<file path="config.mk">
export PLATFORM = sky130hd
export DESIGN_NAME = instruction_fetch_unit
export DESIGN_NICKNAME = d
export VERILOG_FILES = /design/src/rtl/instruction_fetch_unit.sv
export SDC_FILE = /design/constraint.sdc
export NUM_CORES = 1
export LEC_CHECK = 0
export ABC_AREA = 1
export CAP_MARGIN = 20
export CELL_PAD_IN_SITES_DETAIL_PLACEMENT = 1
export CELL_PAD_IN_SITES_GLOBAL_PLACEMENT = 2
export CORE_ASPECT_RATIO = 0.5
export CORE_MARGIN = 2
export CORE_UTILIZATION = 30
export CTS_CLUSTER_DIAMETER = 80
export DETAILED_ROUTE_END_ITERATION = 8
export PLACE_DENSITY_LB_ADDON = 0.1
export SYNTH_ARGS = -nofsm -noshare
export SYNTH_HDL_FRONTEND = slang
export SYNTH_SLANG_ARGS = --single-unit
</file>
<file path="constraint.sdc">
create_clock -name clk -period 7.66 [get_ports clk]
set_input_delay 2.298 -clock clk [delete_from_list [all_inputs] [get_ports clk]]
set_output_delay 2.298 -clock clk [all_outputs]
set_load 0.03 [all_outputs]
</file>
<file path="src/rtl/instruction_fetch_unit.sv">
// Instruction fetch unit: PC, instruction-memory read port, small fetch FIFO toward decode.
// Optional perf counters are enabled by defining IFU_PERF_CNT_EN.
module instruction_fetch_unit #(
    parameter int                     INS_ADDRESS = 9,
    parameter int                     INS_W       = 32,
    parameter int                     FIFO_DEPTH  = 2,
    parameter logic [INS_ADDRESS+1:0] RESET_PC    = '0
) (
    input  logic                     clk,
    input  logic                     reset,
    output logic [INS_ADDRESS-1:0]   ra,
    input  logic [INS_W-1:0]         rd,
    input  logic                     redirect_valid,
    input  logic [INS_ADDRESS+1:0]   redirect_pc,
    output logic                     out_valid,
    input  logic                     out_ready,
    output logic [INS_W-1:0]         out_instr,
    output logic [INS_ADDRESS+1:0]   out_pc,
    output logic                     halted
`ifdef IFU_PERF_CNT_EN
    ,
    output logic [31:0]              perf_fetch_cnt,
    output logic [31:0]              perf_stall_cnt
`endif
);
    localparam int PCW  = INS_ADDRESS + 2;
    localparam int PTRW = $clog2(FIFO_DEPTH);
    localparam int CNTW = $clog2(FIFO_DEPTH) + 1;
    localparam logic [INS_W-1:0] EBREAK = INS_W'(32'h0010_0073);

    typedef enum logic {RUN, HALTED} state_t;

    typedef struct packed {
        logic [PCW-1:0]   pc;
        logic [INS_W-1:0] instr;
    } entry_t;

    state_t            state, state_nxt;
    logic [PCW-1:0]    pc;
    logic [PTRW-1:0]   wptr, rptr;
    logic [CNTW-1:0]   count;
    entry_t            fifo_mem [FIFO_DEPTH];
    entry_t            head;
    logic              push, pop;

    // Byte-offset bits of the target are defined as don't-care.
    wire unused_lsbs = ^redirect_pc[1:0];

    assign ra        = pc[PCW-1:2];
    assign head      = fifo_mem[rptr];
    assign out_valid = (count != '0);
    assign out_instr = out_valid ? head.instr : '0;
    assign out_pc    = out_valid ? head.pc    : '0;
    assign halted    = (state == HALTED);

    assign pop  = out_valid & out_ready;
    assign push = (state == RUN) & ~redirect_valid & ((count < CNTW'(FIFO_DEPTH)) | pop);

    always_comb begin
        state_nxt = state;
        if (redirect_valid)
            state_nxt = RUN;
        else if (push && rd == EBREAK)
            state_nxt = HALTED;
    end

    always_ff @(posedge clk) begin
        if (reset) begin
            state <= RUN;
            pc    <= RESET_PC;
            wptr  <= '0;
            rptr  <= '0;
            count <= '0;
        end else begin
            state <= state_nxt;
            if (redirect_valid) begin
                // Flush: a same-cycle pop is consumed by decode, everything else is dropped.
                pc    <= {redirect_pc[PCW-1:2], 2'b00};
                wptr  <= '0;
                rptr  <= '0;
                count <= '0;
            end else begin
                if (push) begin
                    pc   <= pc + PCW'(4);
                    wptr <= wptr + PTRW'(1);
                end
                if (pop)
                    rptr <= rptr + PTRW'(1);
                count <= count + CNTW'(push) - CNTW'(pop);
            end
        end
    end

    // Storage needs no reset; validity is tracked by count.
    always_ff @(posedge clk) begin
        if (!reset && push)
            fifo_mem[wptr] <= '{pc: pc, instr: rd};
    end

`ifdef IFU_PERF_CNT_EN
    always_ff @(posedge clk) begin
        if (reset) begin
            perf_fetch_cnt <= '0;
            perf_stall_cnt <= '0;
        end else begin
            if (push && perf_fetch_cnt != '1)
                perf_fetch_cnt <= perf_fetch_cnt + 32'd1;
            // In RUN without redirect, push is low only when the FIFO is full.
            if (state == RUN && !redirect_valid && !push && perf_stall_cnt != '1)
                perf_stall_cnt <= perf_stall_cnt + 32'd1;
        end
    end
`endif

endmodule

</file>
### Word level (Yosys, flattened, before mapping)

Memories as Yosys holds them, arrays and structs flattened. A register that Yosys moved wholly into a read port is not among the register bits.
Index checks and enable logic that the tools add are counted.

* bits of input ports: 47
* memories: 1
* output and inout bits: 54
* RAM bits: 86
* flip-flop bits (word level): 16

* reductions and logical operators: 6
* $lt $le $gt $ge: 1
* eq/ne operators: 1
* bitwise operators: 6
* mux-type cells: 8
* $add $sub $neg: 5

Memories
* fifo_mem: words 2, width 43, read ports 1, clocked after Yosys merged registers in 1, write ports 1, line 42 `entry_t fifo_mem [FIFO_DEPTH];`

Operators by type and width (count)
* 11-bit 2-to-1 mux: 3
* 32-bit by 21-bit == test with 1-bit output, second input constant: 1
* 32-bit 2-to-1 mux: 1
* 11-bit by 3-bit adder with 11-bit output, second input constant: 1
* 1-bit 2-to-1 mux: 4
* 2-bit nonzero test: 2
* 1-bit AND: 3
* 1-bit adder, second input constant: 2
* 2-bit by 1-bit adder with 2-bit output: 1
* 1-bit logical AND: 2
* 2-bit < comparator, second input constant: 1
* 1-bit inverter: 2
* 2-bit OR reduction: 1
* 2-bit by 1-bit subtractor with 2-bit output: 1
* 1-bit zero test: 1
* 1-bit OR: 1

### Longest topological paths before layout

Gate-level depths: netlist of the first run.

* word-level depth: 7
* gate-level depth with buffers: 11

### Least setup slack after synthesis of the first run

OpenSTA, ideal clock, no wires.

* path kind: input-to-reg
* from: input redirect_valid
* to: memory fifo_mem[1][0] (netlist name), enable pin
* setup slack: 1577 ps
* arrival time: 5593 ps
* library setup time: 490 ps
* stages on the path: 4
* required time: 7170 ps
* cell sequence: buf_2 -> inv_2 -> nand2_1 -> nor3_1

* cells in the longest elaborated chain, start to end: 6

Ends and longest elaborated chain
* start: declaration: line 13 `input logic redirect_valid,`
* 1-bit inverter: line 57 `assign push = (state == RUN) & ~redirect_valid & ((count < CNTW'(FIFO_DEPTH)) | pop);`
* 1-bit AND (2 in a row): line 57
* 1-bit logical AND: line 96 `if (!reset && push)`
* 1-bit 2-to-1 mux: line 96
* 1-bit 2-to-1 mux (not written as such): line 97 `fifo_mem[wptr] <= '{pc: pc, instr: rd};`
* end: declaration: line 42

Every way passes these cells.

==> results.cfg, run 1 <==
[min_path]
whs_endpoint = wptr
whs_path_depth = 2
worstHoldStart = wptr
min_path_type = reg -> reg

[worst_setup_path]
r2r-start = count[1]
r2r_setup_slack_ps = 5430
worstSetupEndpointType = output port
cp_max_fo = 42
r2r_end = count[1]
cp.required_ps = 5360
max_stage_delay_ps = 730
path_cells = inv_1, buf_4, nand2_1, a21oi_1, clkdlybuf4s50_1
critical_path_class = reg -> out
critPathBufInv = 3
arrival_ps = 2560
rr_worst_depth = 8
crit_path_top_delay_cell = clkdlybuf4s50_1
cp.depth = 5
cp-start-kind = register
critical-path-top-delay-family = buffers and inverters

[route]
drtAntennaViolNets = 0
num_vias = 2965
drt_first_pass_iters = 5
drt_iter0_drc = 119
route.detailed.drc = 0
vias_per_cell = 4.56
routed_wl_um = 10200
wl_per_cell_um = 15.7

[cts]
cts_htree_levels = 3
postCtsSetupBuffers = 0
cts-hold-fix-buffers = 0
clock-sinks = 97
cts_root_buf = clkbuf_16
cts_tree = built
path_clk_slew_ps = 60
clock_latency_ps = 340
cts-resized-gates = 0
clk_path_buf_depth = 2
cts_made_buffers = 9

[power_and_ir_drop]
p_clk_share_pct = 38.8
power.density_mw_per_mm2 = 224
internal_power_uw = 944
p_leak_uw = 0.00202
seq_power_share_pct = 48.9
switching_share_pct = 23.6
combPwrFrac_pct = 12.3
p_switching_uw = 291
vdd_ir_drop_max_v = 0.000101

[sta]
fin_worst_skew_ps = 8.43
clock.fmax_ghz = 0.206
tns_ps = 0
finalCriticalPeriod_ps = 4850
maxSlewHeadroom_pct = 42.9
rsz0062_at_grt = no
setup_ws_ps = 2810
final_hold_viol_count = 0
slew_viol_final = 0
hold_ws_ps = 483
finalSetupViolations = 0
worst_pin_slew_ps = 856
fin_crit_sh_pct = 63.4

[placement]
gp_congestion = 0.723
place_area_mm2 = 0.00517
pre_cts_ws_ps = 3030
port-buffer-count = 96
dp_cells = 633
hpwlAfterDp_um = 6730

[finish]
antenna_cells = 0
area_growth_pct = 36.5
fin_cells = 650
final_area_mm2 = 0.00551
final_cell_mix = nand2_1, clkdlybuf4s50_1, edfxtp_1, a21oi_1, nor2_1
num-fill-cells = 1426
final_nets = 525
layout_commonest_cell = nand2_1
final_layout_size_suffix_gt1_share_pct = 6.67

[global_routing]
overflow = 0
grt_pass1_wl_um = 15900
grt_max_degree = 44
grt_pass1_vias = 3190
grt.total_usage_pct = 14.6
antenna_found_initial = 0

[synthesis]
ys_ff_latch = 97
synth-main-ff-cell = edfxtp_1
synth_edf_count = 82
synth_warnings = 0
synthCells = 380
seq_area_frac_synth_pct = 68.4
ys_async_sr_fraction_pct = 0
synth_area_mm2 = 0.00404
avgSynthCellArea_um2 = 10.6
netlist-cell-type-count = 29

[floorplan]
pin_count = 101
die_h_um = 86.0
die_area_mm2 = 0.0145
rows = 29
start_util_pct = 31.3
core_area_mm2 = 0.0129
die_w_um = 168

[status]
status = finished, final reports clean

[job]
max_cap_viol_count = 0
==> layer usage <==
metal  share of wire, %  wire length, um  vias up  track usage [%]
li1                   -                -     1458                -
met1                 44             4450     1442             16.3
met2                 52             5290       59             27.9
met3                3.9              394        6             4.20
met4               0.62               63        0             3.29
met5                  0                0        -                0
==> cells in the mapped netlist, types with 2 or more instances <==
library cell	n	share of area, %
a21oi_1	46	5.7
a21oi_2	2	0.43
a31oi_1	3	0.46
buf_2	14	1.7
buf_4	2	0.37
dfxtp_1	15	7.4
edfxtp_1	82	61
ha_1	3	0.93
inv_1	23	2.1
inv_2	2	0.19
nand2_1	127	12
nand2_4	2	0.56
nand3_1	10	1.2
nor2_1	28	2.6
nor3b_1	2	0.37
o21ai_0	4	0.50
or2_2	2	0.31
xnor2_1	2	0.43
==> cell type report <==
cell class / count / area, um2 / area share (%)
inverter: 25 / 93.8 / 1.70
clock buffer: 10 / 229 / 4.15
tap: 170 / 213 / 3.86
clock inverter: 6 / 88.8 / 1.61
sequential: 97 / 2760 / 50.1
multi-input combinational: 242 / 1110 / 20.2
timing repair buffer: 100 / 1010 / 18.3
==> worst max-delay path by stage <==
stage / startpoint / to / slack (ps)
after CTS: register / out_pc[6] / 2710
after global routing: register / out_pc[8] / 2580
final: register / out_pc[8] / 2810
after global placement: redirect_valid / count[1] / 3120
after detailed placement: redirect_valid / count[1] / 3030
after floorplan: redirect_valid / fifo_mem[1][0] / 1580
==> worst min-delay path: cells and delay by family, from the launching register on <==
kind / cells / cell delay (ps)
AO/OA/AOI/OAI: 1 / 60
flip-flops: 1 / 310
AND/OR/NAND/NOR: 1 / 70
==> power by group through the flow <==
stage | sequential, uW | clock (uW) | combinational [uW]
4_1_cts | 604 | 491 | 152
5_1_grt | 606 | 511 | 165
3_3_place_gp | 614 | 0 | 148
2_1_floorplan | 617 | 0 | 73.6
6_report | 604 | 479 | 152
3_5_place_dp | 616 | 0 | 152
==> stage by stage <==
stage	power, uW	utilization [%]
2_1_floorplan	691	-
3_3_place_gp	762	40.0
3_5_place_dp	768	40.0
4_1_cts	1250	42.5
5_1_grt	1280	42.7
6_report	1240	42.7
==> state kept, by name, indices dropped and copies added, names as in the netlist, named ones only <==
signal / flops
count: 2
fifo_mem: 82
halted: 1
pc: 9
rptr: 1
wptr: 1
==> kinds of logic after synthesis <==
logic type               after synthesis  share of synthesized area [%]
XOR/XNOR                               3                          0.651
AO/OA/AOI/OAI                         57                           7.47
adder cells (fa/ha/maj)                3                          0.929
buffers and inverters                 42                           4.52
other                                  1                         0.0928
flip-flops                            97                           68.4
AND/OR/NAND/NOR                      177                           17.9
Note: power is estimated with default switching activity, not from simulation.
==> run 2: changes to the inputs <==
--- a/config.mk
+++ b/config.mk
@@ -11,7 +11,7 @@
 export CELL_PAD_IN_SITES_GLOBAL_PLACEMENT = 2
 export CORE_ASPECT_RATIO = 0.5
 export CORE_MARGIN = 2
-export CORE_UTILIZATION = 30
+export CORE_UTILIZATION = 28
 export CTS_CLUSTER_DIAMETER = 80
 export DETAILED_ROUTE_END_ITERATION = 8
 export PLACE_DENSITY_LB_ADDON = 0.1
==> constraint.sdc (replaced) <==
create_clock -name clk -period 4.4 [get_ports clk]
set_input_delay 1.32 -clock clk [delete_from_list [all_inputs] [get_ports clk]]
set_output_delay 1.32 -clock clk [all_outputs]
set_load 0.03 [all_outputs]
==> run 2 against run 1 <==
  * Combinational power increased by 74%
  * Via count up 0.84%
  * Count of clock-buffer cells in the layout fell by 1
  * Core utilization down 2.8 points
  * Register-to-register slack got worse by 3100 ps
  * Wire length grew 1.3%
  * Final area about the same
  * Critical endpoint is now out_instr[10]
  * Largest cell class unchanged
  * Largest power group unchanged
==> results.cfg, run 2 (synthesis results as in run 1) <==
[worst_setup_path]
r2r_end = fifo_mem[0][16]
rr_worst_depth = 6
r2r_setup_slack_ps = 2290
critical_path_class = reg -> out
cp-start-kind = register
cp_max_fo = 30
cp.required_ps = 3080
worstSetupEndpointType = output port
arrival_ps = 2460
r2r-start = count[1]

[sta]
fin_crit_sh_pct = 85.9
clock.fmax_ghz = 0.264
maxSlewHeadroom_pct = 51.9
rsz0062_at_grt = no
finalSetupViolations = 0
finalCriticalPeriod_ps = 3780
fin_worst_skew_ps = 8.37
slew_viol_final = 0
hold_ws_ps = 478
final_hold_viol_count = 0
worst_pin_slew_ps = 721
tns_ps = 0

[min_path]
worstHoldStart = wptr
whs_path_depth = 2
whs_endpoint = wptr
min_path_type = reg -> reg

[global_routing]
antenna_found_initial = 0
grt.total_usage_pct = 14.4
use_met1_pct = 17.5
busiest_layer = met2
grtUsageMet2_pct = 25.6
grt.met3_usage_pct = 4.21
grt_pass1_vias = 3317
grt_max_degree = 42
grt_pass1_wl_um = 16800
overflow = 0

[power_and_ir_drop]
p_total_uw = 2030
p_leak_uw = 0.00200
vdd_ir_drop_max_v = 0.000145
power.density_mw_per_mm2 = 368

[finish]
fin_util_pct = 39.9
area_growth_pct = 36.4
num-fill-cells = 1571
largest-register = fifo_mem
multi_input_area_mm2 = 0.00112
final_nets = 529
final_cell_mix = nand2_1, clkdlybuf4s50_1, edfxtp_1, a21oi_1, nor2_1
layout_commonest_cell = nand2_1
final_layout_size_suffix_gt1_share_pct = 7.45
antenna_cells = 0
largest_reg_flops = 82
largestRegisters = fifo_mem: 82 flops, pc: 9 flops, count: 2 flops
seqCellArea_mm2 = 0.00276

[cts]
cts-hold-fix-buffers = 0
clock_latency_ps = 340
cts_tree = built
path_clk_slew_ps = 70
cts_made_buffers = 9
clk_path_buf_depth = 2
clock-sinks = 97
cts-resized-gates = 0
cts_root_buf = clkbuf_16
postCtsSetupBuffers = 0
cts_htree_levels = 3

[route]
wl_per_cell_um = 15.3
routed_wl_um = 10300
drt_iter0_drc = 113
vias_per_cell = 4.43
num_vias = 2990
drtAntennaViolNets = 0
route.detailed.drc = 0
drt_first_pass_iters = 5

[placement]
port-buffer-count = 96
gp_congestion = 0.700
hpwlAfterDp_um = 7290

[floorplan]
die_area_mm2 = 0.0155
start_util_pct = 29.2
core_area_mm2 = 0.0138
rows = 30
pin_count = 101
die_w_um = 174
die_h_um = 88.9

[status]
status = finished, final reports clean

[job]
max_cap_viol_count = 0
-- run 2: worst max path at each step --
stage / depth (start not counted) / end / from
finish: 4 / out_instr[10] / register
floorplan: 4 / fifo_mem[0][0] / redirect_valid
global placement: 5 / fifo_mem[0][23] / redirect_valid
detailed placement: 5 / fifo_mem[0][22] / redirect_valid
CTS: 4 / out_instr[10] / register
global route: 4 / out_instr[10] / register
-- run 2: per-layer routing --
metal	wire length, um	vias to the layer above
met1	4680	1455
met5	0	-
li1	-	1466
met2	5040	60
met4	99	0
met3	507	9
-- run 2: through the flow --
stage | cell area (um2) | std cells | setup WS [ps]
after CTS | 5510 | 675 | 550
final | 5510 | 675 | 619
after global routing | 5510 | 675 | 434
after floorplan | 4050 | 381 | 458
after global placement | 5240 | 660 | 770
after detailed placement | 5240 | 660 | 707
-- run 2: critical path: stages, from the launching register on --
cell             delay [ps]
dfxtp_2                 790
buf_4                   330
nand2_1                  70
a21oi_1                 210
clkdlybuf4s50_1         720
-- run 2: layout make-up --
cell class | count | share of cell area (%)
sequential | 97 | 50.2
multi-input combinational | 242 | 20.3
clock buffer | 9 | 4.09
clock inverter | 6 | 0.817
timing repair buffer | 104 | 18.5
tap | 192 | 4.36
inverter | 25 | 1.70
-- run 2: power breakdown --
part	internal, uW	total (uW)	leakage (uW)	switching, uW
clock network	382	711	0.000126	329
logic	110	264	0.00100	153
registers	1030	1050	0.000875	20.5
